$ cat config.mk
export PLATFORM = sky130hd
export DESIGN_NAME = outarb
export DESIGN_NICKNAME = d
export VERILOG_FILES = /design/src/rtl/outarb_pkg.sv /design/src/rtl/outarb_rr_pick.sv /design/src/rtl/outarb.sv
export SDC_FILE = /design/constraint.sdc
export NUM_CORES = 1
export LEC_CHECK = 0
export ABC_AREA = 1
export BUFFER_PORTS_ARGS = -buffer_cell sky130_fd_sc_hd__buf_2
export CAP_MARGIN = 20
export CORE_MARGIN = 2
export CORE_UTILIZATION = 46
export DETAILED_ROUTE_END_ITERATION = 12
export GPL_TIMING_DRIVEN = 0
export PLACE_DENSITY_LB_ADDON = 0.15
export SYNTH_ARGS = -nofsm -noshare
export SYNTH_HDL_FRONTEND = slang
export SYNTH_SLANG_ARGS = --single-unit
$ cat constraint.sdc
create_clock -name clk -period 2.7 [get_ports clk]
set_clock_uncertainty 0.15 [all_clocks]
set_input_delay 0.135 -clock clk [delete_from_list [all_inputs] [get_ports clk]]
set_output_delay 0.135 -clock clk [all_outputs]
set_load 0.1 [all_outputs]
$ cat src/rtl/outarb_pkg.sv
`default_nettype none
// +----------------------------------------------------------------------------
// | outarb_pkg : flit type codes, arbiter state encoding and default sizes
// | Rev 1.0
// +----------------------------------------------------------------------------
package outarb_pkg;

  localparam int DEF_N_IN   = 4;
  localparam int DEF_FLIT_W = 10;

  localparam logic [1:0] HEAD   = 2'b10;
  localparam logic [1:0] BODY   = 2'b00;
  localparam logic [1:0] TAIL   = 2'b01;
  localparam logic [1:0] SINGLE = 2'b11;

  typedef enum logic [0:0] {
    IDLE = 1'b0,
    BUSY = 1'b1
  } state_e;

  // True for the flit that closes a packet and releases the output.
  function automatic logic is_last(input logic [1:0] ftype);
    case (ftype)
      HEAD, BODY:   is_last = 1'b0;
      TAIL, SINGLE: is_last = 1'b1;
      default:      is_last = 1'b0;
    endcase
  endfunction

endpackage
`default_nettype wire

$ cat src/rtl/outarb_rr_pick.sv
`default_nettype none
// +----------------------------------------------------------------------------
// | rr_pick : one-hot round-robin winner, first request at or above ptr
// | Rev 1.0
// +----------------------------------------------------------------------------
module rr_pick
  import outarb_pkg::*;
#(
  parameter int N_IN  = DEF_N_IN,
  parameter int PTR_W = 2
) (
  input  logic [N_IN-1:0]  req,
  input  logic [PTR_W-1:0] ptr,
  output logic [N_IN-1:0]  win
);

  logic             found;
  logic [PTR_W-1:0] idx;

  always_comb begin
    win   = '0;
    found = 1'b0;
    idx   = '0;
    for (int k = 0; k < N_IN; k++) begin
      idx = PTR_W'((int'(ptr) + k) % N_IN);
      if (!found && req[idx]) begin
        win[idx] = 1'b1;
        found    = 1'b1;
      end
    end
  end

endmodule
`default_nettype wire

$ cat src/rtl/outarb.sv
`default_nettype none
// +----------------------------------------------------------------------------
// | outarb : per-output wormhole arbiter, round-robin on headers, registered out
// | Rev 1.0
// +----------------------------------------------------------------------------
module outarb
  import outarb_pkg::*;
#(
  parameter int N_IN   = DEF_N_IN,
  parameter int FLIT_W = DEF_FLIT_W
) (
  input  logic                     clk,
  input  logic                     rst,
  input  logic [N_IN-1:0]          req,
  input  logic [N_IN-1:0]          in_valid,
  input  logic [N_IN*FLIT_W-1:0]   in_flit,
  output logic [N_IN-1:0]          ack,
  output logic [N_IN-1:0]          grant,
  output logic [FLIT_W-1:0]        pkto,
  output logic                     pkto_valid,
  input  logic                     pkto_ready
);

  localparam int PTR_W = (N_IN > 1) ? $clog2(N_IN) : 1;

  state_e              state_q;
  logic [N_IN-1:0]     grant_q;
  logic [PTR_W-1:0]    ptr_q;
  logic [PTR_W-1:0]    ptr_d;
  logic [FLIT_W-1:0]   pkto_q;
  logic                pkto_valid_q;

  logic [N_IN-1:0]     win;
  logic [FLIT_W-1:0]   sel_flit;
  logic                slot_free;
  logic                ack_any;

  rr_pick #(
    .N_IN  (N_IN),
    .PTR_W (PTR_W)
  ) u_rr_pick (
    .req (req),
    .ptr (ptr_q),
    .win (win)
  );

  // Owner's flit and the pointer position just past the owner.
  always_comb begin
    sel_flit = '0;
    ptr_d    = ptr_q;
    for (int i = 0; i < N_IN; i++) begin
      if (grant_q[i]) begin
        sel_flit = in_flit[i*FLIT_W +: FLIT_W];
        ptr_d    = PTR_W'((i + 1) % N_IN);
      end
    end
  end

  assign slot_free = !pkto_valid_q || pkto_ready;
  assign ack       = (state_q == BUSY && slot_free) ? (grant_q & in_valid) : '0;
  assign ack_any   = |ack;

  always_ff @(posedge clk) begin
    if (rst) begin
      state_q      <= IDLE;
      grant_q      <= '0;
      ptr_q        <= '0;
      pkto_q       <= '0;
      pkto_valid_q <= 1'b0;
    end else begin
      if (ack_any) begin
        pkto_q       <= sel_flit;
        pkto_valid_q <= 1'b1;
      end else if (pkto_ready) begin
        pkto_valid_q <= 1'b0;
      end

      case (state_q)
        IDLE: begin
          if (|req) begin
            grant_q <= win;
            state_q <= BUSY;
          end
        end
        BUSY: begin
          if (ack_any && is_last(sel_flit[FLIT_W-1 -: 2])) begin
            grant_q <= '0;
            ptr_q   <= ptr_d;
            state_q <= IDLE;
          end
        end
        default: state_q <= IDLE;
      endcase
    end
  end

  assign grant      = grant_q;
  assign pkto       = pkto_q;
  assign pkto_valid = pkto_valid_q;

endmodule
`default_nettype wire

==> impl_metrics.ini, run 1 <==
[grt]
grtUsageTotal_pct = 21.7
grt_pass1_wl_mm = 6.13
grt_pass1_vias = 1449
grt_overflow = 0
antenna_found_initial = 0
grt_max_degree = 11

[logic_synthesis]
syn-num-nets = 285
syn_inst = 227
synth_area_per_cell_um2 = 6.48
syn-cell-area_um2 = 1470
seq_area_frac_synth_pct = 24.5
ys_ff_latch = 18
synthDistinctLibCells = 27
ys_warn_count = 0

[floorplanning]
fp.dieH_um = 60.5
row_count = 20
io_pins = 70
die_area_um2 = 3660
die_x_um = 60.5
initial_utilization_pct = 48.2
coreArea_um2 = 3050

[worst_setup_path]
startpoint_type = register
reg2reg_slack_ns = 0.58
required_ns = 2.79
r2r-end = grant[3]
r2r-start = ptr_q[1]
path_max_fanout = 8
end_kind = register
arrival_ns = 2.21
critPathKind = register to register
reg2reg_depth = 11

[route]
drt_first_pass_iters = 4
drc = 0
routed_wirelength_mm = 3.75
wire_per_inst_um = 10.8
viasPerCell = 4.86
num_vias = 1691
postRouteAntennaNets = 0
drt-initial-drc-count = 85

[placement]
port_buffers = 69
place_area_um2 = 1880
placedCellCount = 340
gp_congestion = 0.755
place.detailed.hpwl_mm = 2.99

[sta]
worst_slew_pin_slew_ns = 0.547
fin_crit_sh_pct = 78.6
hold_violations = 0
fmax_ghz = 0.471
layout_min_cycle_time_ns = 2.12
final-max-slew-violation-count = 0
setup_viol = 0
rsz0062_at_grt = false
tns_ns = 0
slew_headroom_pct = 63.6
holdWs_ns = 0.00376

[cts]
cts_root_buf = clkbuf_4
cts.htree.levels = 1
cts_tree = built
cts_num_sinks = 18
cts_made_buffers = 3
clkLatencyLatePin_ns = 0.30
path_clk_slew_ns = 0.11
cts_setup_buffers = 0
cts_hold_buf = 4
ctsResizeCount = 0
cts.path.max_buffers = 2

[cells_and_area]
stdcell_count = 348
syn_to_final_growth_pct = 33.1
nets = 363
multi_input_area_um2 = 965
seq_area_um2 = 360
fillers = 306
final_area_um2 = 1960
post-route-util_pct = 64.1
diodes = 0
drive_gt1_share_pct = 33.2

[pwr]
ir_worst_vdd_uv = 304
power.density_nw_per_um2 = 373
leakage_nw = 1.02

[run_status]
outcome = completed

[hold_path]
hold_depth = 3
whs_endpoint = pkto[4]
min_path_type = input port to register
min_from = in_flit[34]

[job]
maxCapViolCount = 0
## where the power goes
group | switching, mW | internal (mW)
clock | 0.0862 | 0.0822
combinational | 0.193 | 0.0805
sequential | 0.00837 | 0.279
total | 0.288 | 0.442
## critical path, cell delays in order (launching register included)
cell and delay, ns:
dfxtp_1 0.53, inv_1 0.21, ha_1 0.37, inv_1 0.11, nand3_1 0.08, nand2_1 0.10
nand2_4 0.07, nor2_4 0.14, nand2_1 0.06, nand3_1 0.07, nand2_1 0.06, a21oi_2 0.11
## through the flow
stage	total power [mW]	setup slack, ns
4_1_cts	0.736	0.557
2_1_floorplan	0.492	0.280
3_5_place_dp	0.564	0.539
3_3_place_gp	0.562	0.613
5_1_grt	0.773	0.346
6_report	0.730	0.578
## synth_stat cells
library cell | n | area (µm²)
o211ai_1 | 1 | 7.51
nor2_4 | 2 | 22.5
clkbuf_1 | 2 | 7.51
nand2_8 | 1 | 20.0
inv_1 | 26 | 97.6
dfxtp_1 | 18 | 360
inv_6 | 1 | 8.76
o21ai_1 | 6 | 30.0
nand3_1 | 36 | 180
a211oi_1 | 7 | 52.6
clkinv_1 | 1 | 3.75
o21ai_0 | 10 | 50.1
nand2_2 | 4 | 25.0
buf_2 | 3 | 15.0
nand2_4 | 3 | 33.8
inv_2 | 2 | 7.51
nand4_1 | 3 | 18.8
ha_1 | 7 | 87.6
nand2_1 | 56 | 210
buf_1 | 1 | 3.75
or2_1 | 1 | 6.26
nor2_1 | 15 | 56.3
a21oi_1 | 12 | 60.1
nand3_4 | 3 | 52.6
or2_0 | 1 | 6.26
a21oi_2 | 4 | 35.0
buf_6 | 1 | 11.3
## final cells by class
cell class / instances / area share [%]
Clock buffer: 4 / 1.85
Buffer: 7 / 1.92
Multi-Input combinational cell: 172 / 49.3
Tap cell: 44 / 2.81
Sequential cell: 18 / 18.4
Inverter: 30 / 6.01
Timing Repair Buffer: 73 / 19.7
## sequential cells by signal (all words and copies together), names as in the netlist
| register | flops |
|---|---|
| ptr_q | 2 |
| pkto_valid | 1 |
| pkto | 10 |
| state_q | 1 |
| grant | 4 |
## cells by family after synthesis
logic type / synth area share [%]
AOI/OAI and AO/OA: 16.0
adders and majority gates: 5.96
buffers and inverters: 10.6
DFF: 24.5
and+or+nand+nor: 43.0
## worst max-delay path by stage
stage              from  slack [ns]       end
5_1_grt        ptr_q[1]        0.35  grant[1]
4_1_cts        ptr_q[1]        0.56  grant[1]
3_3_place_gp   ptr_q[1]        0.61  grant[3]
6_report       ptr_q[1]        0.58  grant[3]
2_1_floorplan  grant[3]        0.28    ack[3]
3_5_place_dp   ptr_q[1]        0.54  grant[1]
## cells in the final DEF (no fill, tap or decap), types with 2 or more instances in the layout
cell	n
inv_2	2
nor2_2	4
a211oi_1	7
o21ai_1	6
nand2_4	3
ha_1	7
nand3_1	36
nor2_4	2
clkbuf_1	2
o21ai_0	10
dfxtp_1	18
nand2_2	4
inv_1	26
nand2_1	56
a21oi_2	4
nor2_1	11
buf_2	72
dlygate4sd3_1	4
nand3_4	3
clkbuf_4	3
a21oi_1	12
nand4_1	3
## routing by layer
layer	vias to the layer above	global-route usage [%]	part of all wire [%]
li1	896	-	-
met1	740	28.8	46
met2	53	35.9	47
met4	0	6.52	0.67
met3	2	4.48	6.3
met5	-	0	0
Note: power is estimated with default switching activity, not from simulation.
==> inputs of run 2 (changes only) <==
--- a/config.mk
+++ b/config.mk
@@ -5,11 +5,11 @@
 export SDC_FILE = /design/constraint.sdc
 export NUM_CORES = 1
 export LEC_CHECK = 0
-export ABC_AREA = 1
+export ABC_AREA = 0
 export BUFFER_PORTS_ARGS = -buffer_cell sky130_fd_sc_hd__buf_2
 export CAP_MARGIN = 20
 export CORE_MARGIN = 2
-export CORE_UTILIZATION = 46
+export CORE_UTILIZATION = 41
 export DETAILED_ROUTE_END_ITERATION = 12
 export GPL_TIMING_DRIVEN = 0
 export PLACE_DENSITY_LB_ADDON = 0.15
==> constraint.sdc (replaced) <==
create_clock -name clk -period 1.8 [get_ports clk]
set_clock_uncertainty 0.15 [all_clocks]
set_input_delay 0.09 -clock clk [delete_from_list [all_inputs] [get_ports clk]]
set_output_delay 0.09 -clock clk [all_outputs]
set_load 0.1 [all_outputs]
==> run 2 against run 1 <==
- the run now ends with setup timing left
- register-to-register slack got worse by 0.83 ns
- design area grew 10%
- combinational power increased to 2.8 times the previous value
- global-route usage rose by 2.9 points
- routed wire length rose by 21%
- die area is 3.3% higher
- area after synthesis fell by 7.7%
- maximum frequency grew 3.4%
- non-clock buffer count grew 26
- setup slack lost 0.83 ns
==> impl_metrics.ini, run 2 <==
[run_status]
outcome = finished, violations left
violations = setup timing

[cts]
clkLatencyLatePin_ns = 0.29
cts_root_buf = clkbuf_4
cts.htree.levels = 1
cts_tree = built
cts_made_buffers = 3
cts.path.max_buffers = 2
path_clk_slew_ns = 0.11
cts_num_sinks = 18

[logic_synthesis]
synthArstFlopShare_pct = 0
synth.top_cells.by_area = dfxtp_1, nor2_1, nor3_1, ha_1, a211oi_1
syn-num-nets = 238
ys.flop_type = dfxtp_1
synth.most_common_cell = nor2_1
syn_inst = 180
seq_area_frac_synth_pct = 26.6
ys_warn_count = 0
synthDistinctLibCells = 38
syn-cell-area_um2 = 1360
synth_commonest_cells = nor2_1, nor3_1, dfxtp_1
synth_top_cell_area_share_pct = 26.6
synth_top_cell_by_area = dfxtp_1
synth_area_per_cell_um2 = 7.54
ys_ff_latch = 18
synth-edff-count = 0

[worst_setup_path]
arrival_ns = 2.07
path_max_fanout = 3
required_ns = 1.82
critPathKind = register to register
end_kind = register
reg2reg_depth = 6
startpoint_type = register
r2r-start = ptr_q[0]
r2r-end = grant[0]
reg2reg_slack_ns = -0.25

[sta]
holdWs_ns = 0.0201
setup_viol = 7
fin_ws_ns = -0.252
final-max-slew-violation-count = 0
layout_min_cycle_time_ns = 2.05
fmax_ghz = 0.487
rsz0062_at_grt = true
fin_crit_sh_pct = 114
slew_headroom_pct = 60.6
hold_violations = 0
worst_slew_pin_slew_ns = 0.585

[grt]
grtUsageTotal_pct = 24.7
grt_pass1_wl_mm = 7.09
grt_pass1_vias = 1545
grt_max_degree = 14
grt_overflow = 0
antenna_found_initial = 0

[placement]
place_area_um2 = 1850
port_buffers = 66
place.detailed.hpwl_mm = 3.05
gp_congestion = 0.811

[pwr]
leakage_nw = 0.963
power_mw = 1.47
ir_worst_vdd_uv = 369
power.density_nw_per_um2 = 681

[cells_and_area]
drive_gt1_share_pct = 44.7
nets = 334
largest_register_ff_count = 10
final_cell_mix = buf_2, nor2_1, nor3_1
final_area_um2 = 2160
final_common_cell = buf_2
diodes = 0
syn_to_final_growth_pct = 59.4

[floorplanning]
fp.dieH_um = 61.5
io_pins = 70
row_count = 20
initial_utilization_pct = 43.7
die_x_um = 61.5
die_area_um2 = 3780
coreArea_um2 = 3100

[route]
wire_per_inst_um = 14.3
drt-initial-drc-count = 120
drt_first_pass_iters = 4
num_vias = 1764
viasPerCell = 5.53
drc = 0
routed_wirelength_mm = 4.55
postRouteAntennaNets = 0

[hold_path]
hold_depth = 3
min_from = in_flit[35]
min_path_type = input port to register
whs_endpoint = pkto[5]

[job]
maxCapViolCount = 0
## run 2: report_power, final
group | switching [mW] | internal (mW) | leakage (nW)
Clock | 0.131 | 0.123 | 0.0210
Combinational | 0.503 | 0.254 | 0.790
Sequential | 0.0276 | 0.434 | 0.152
## run 2: layout make-up
type                       count  area [µm²]
timing repair buffer          97         614
buffer                         9        43.8
tap                           44        55.1
fill                         290         941
sequential                    18         384
inverter                       7        33.8
clock buffer                   4        36.3
multi-input combinational    140         995
## run 2: worst max path at each step
| stage | from | endpoint | slack (ns) |
|---|---|---|---|
| 3_3_place_gp | ptr_q[0] | grant[2] | -0.63 |
| 6_report | ptr_q[0] | grant[0] | -0.25 |
| 3_5_place_dp | ptr_q[0] | grant[0] | -0.63 |
| 2_1_floorplan | grant[3] | ptr_q[1] | -0.44 |
| 4_1_cts | ptr_q[0] | grant[0] | -0.26 |
| 5_1_grt | ptr_q[1] | grant[0] | -0.36 |
## run 2: timing repair
action                                 CTS  global route
buffers inserted                        16             6
hold buffers                             9             0
resized for setup                       15             8
pin swaps                               10             7
setup endpoints to repair               18            12
endpoints found under the hold margin    9             0
## run 2: stage by stage
| stage | cells | TNS [ns] | utilization (%) | setup slack, ns |
|---|---|---|---|---|
| final | 319 | -1.19 | 69.7 | -0.252 |
| after global routing | 319 | -1.73 | 69.7 | -0.358 |
| after CTS | 314 | -1.45 | 67.5 | -0.264 |
| after detailed placement | 290 | -2.68 | 59.8 | -0.629 |
| after global placement | 290 | -2.50 | 59.8 | -0.627 |
| after floorplan | 180 | -2.69 | - | -0.437 |
## run 2: routing by layer
metal	up-vias	share of wire, %	global-route usage (%)
met5	-	0	0
met4	0	0.88	6.99
met3	6	7.5	2.73
met2	77	48	41.4
met1	818	44	33.5
li1	863	-	-
## run 2: cells by family after synthesis
group | count (synthesis) | synth area share [%]
buf+inv | 22 | 6.27
compound gates | 47 | 26.4
mux | 4 | 4.89
flops | 18 | 26.6
simple gates | 82 | 29.4
fa+ha+maj | 7 | 6.46
## run 2: worst max-delay path: stages, from the launching register on
cell	delay, ns
dfxtp_4	0.39
inv_6	0.03
ha_4	0.27
mux4_2	0.55
nor2b_4	0.16
a222oi_1	0.26
a211oi_1	0.12
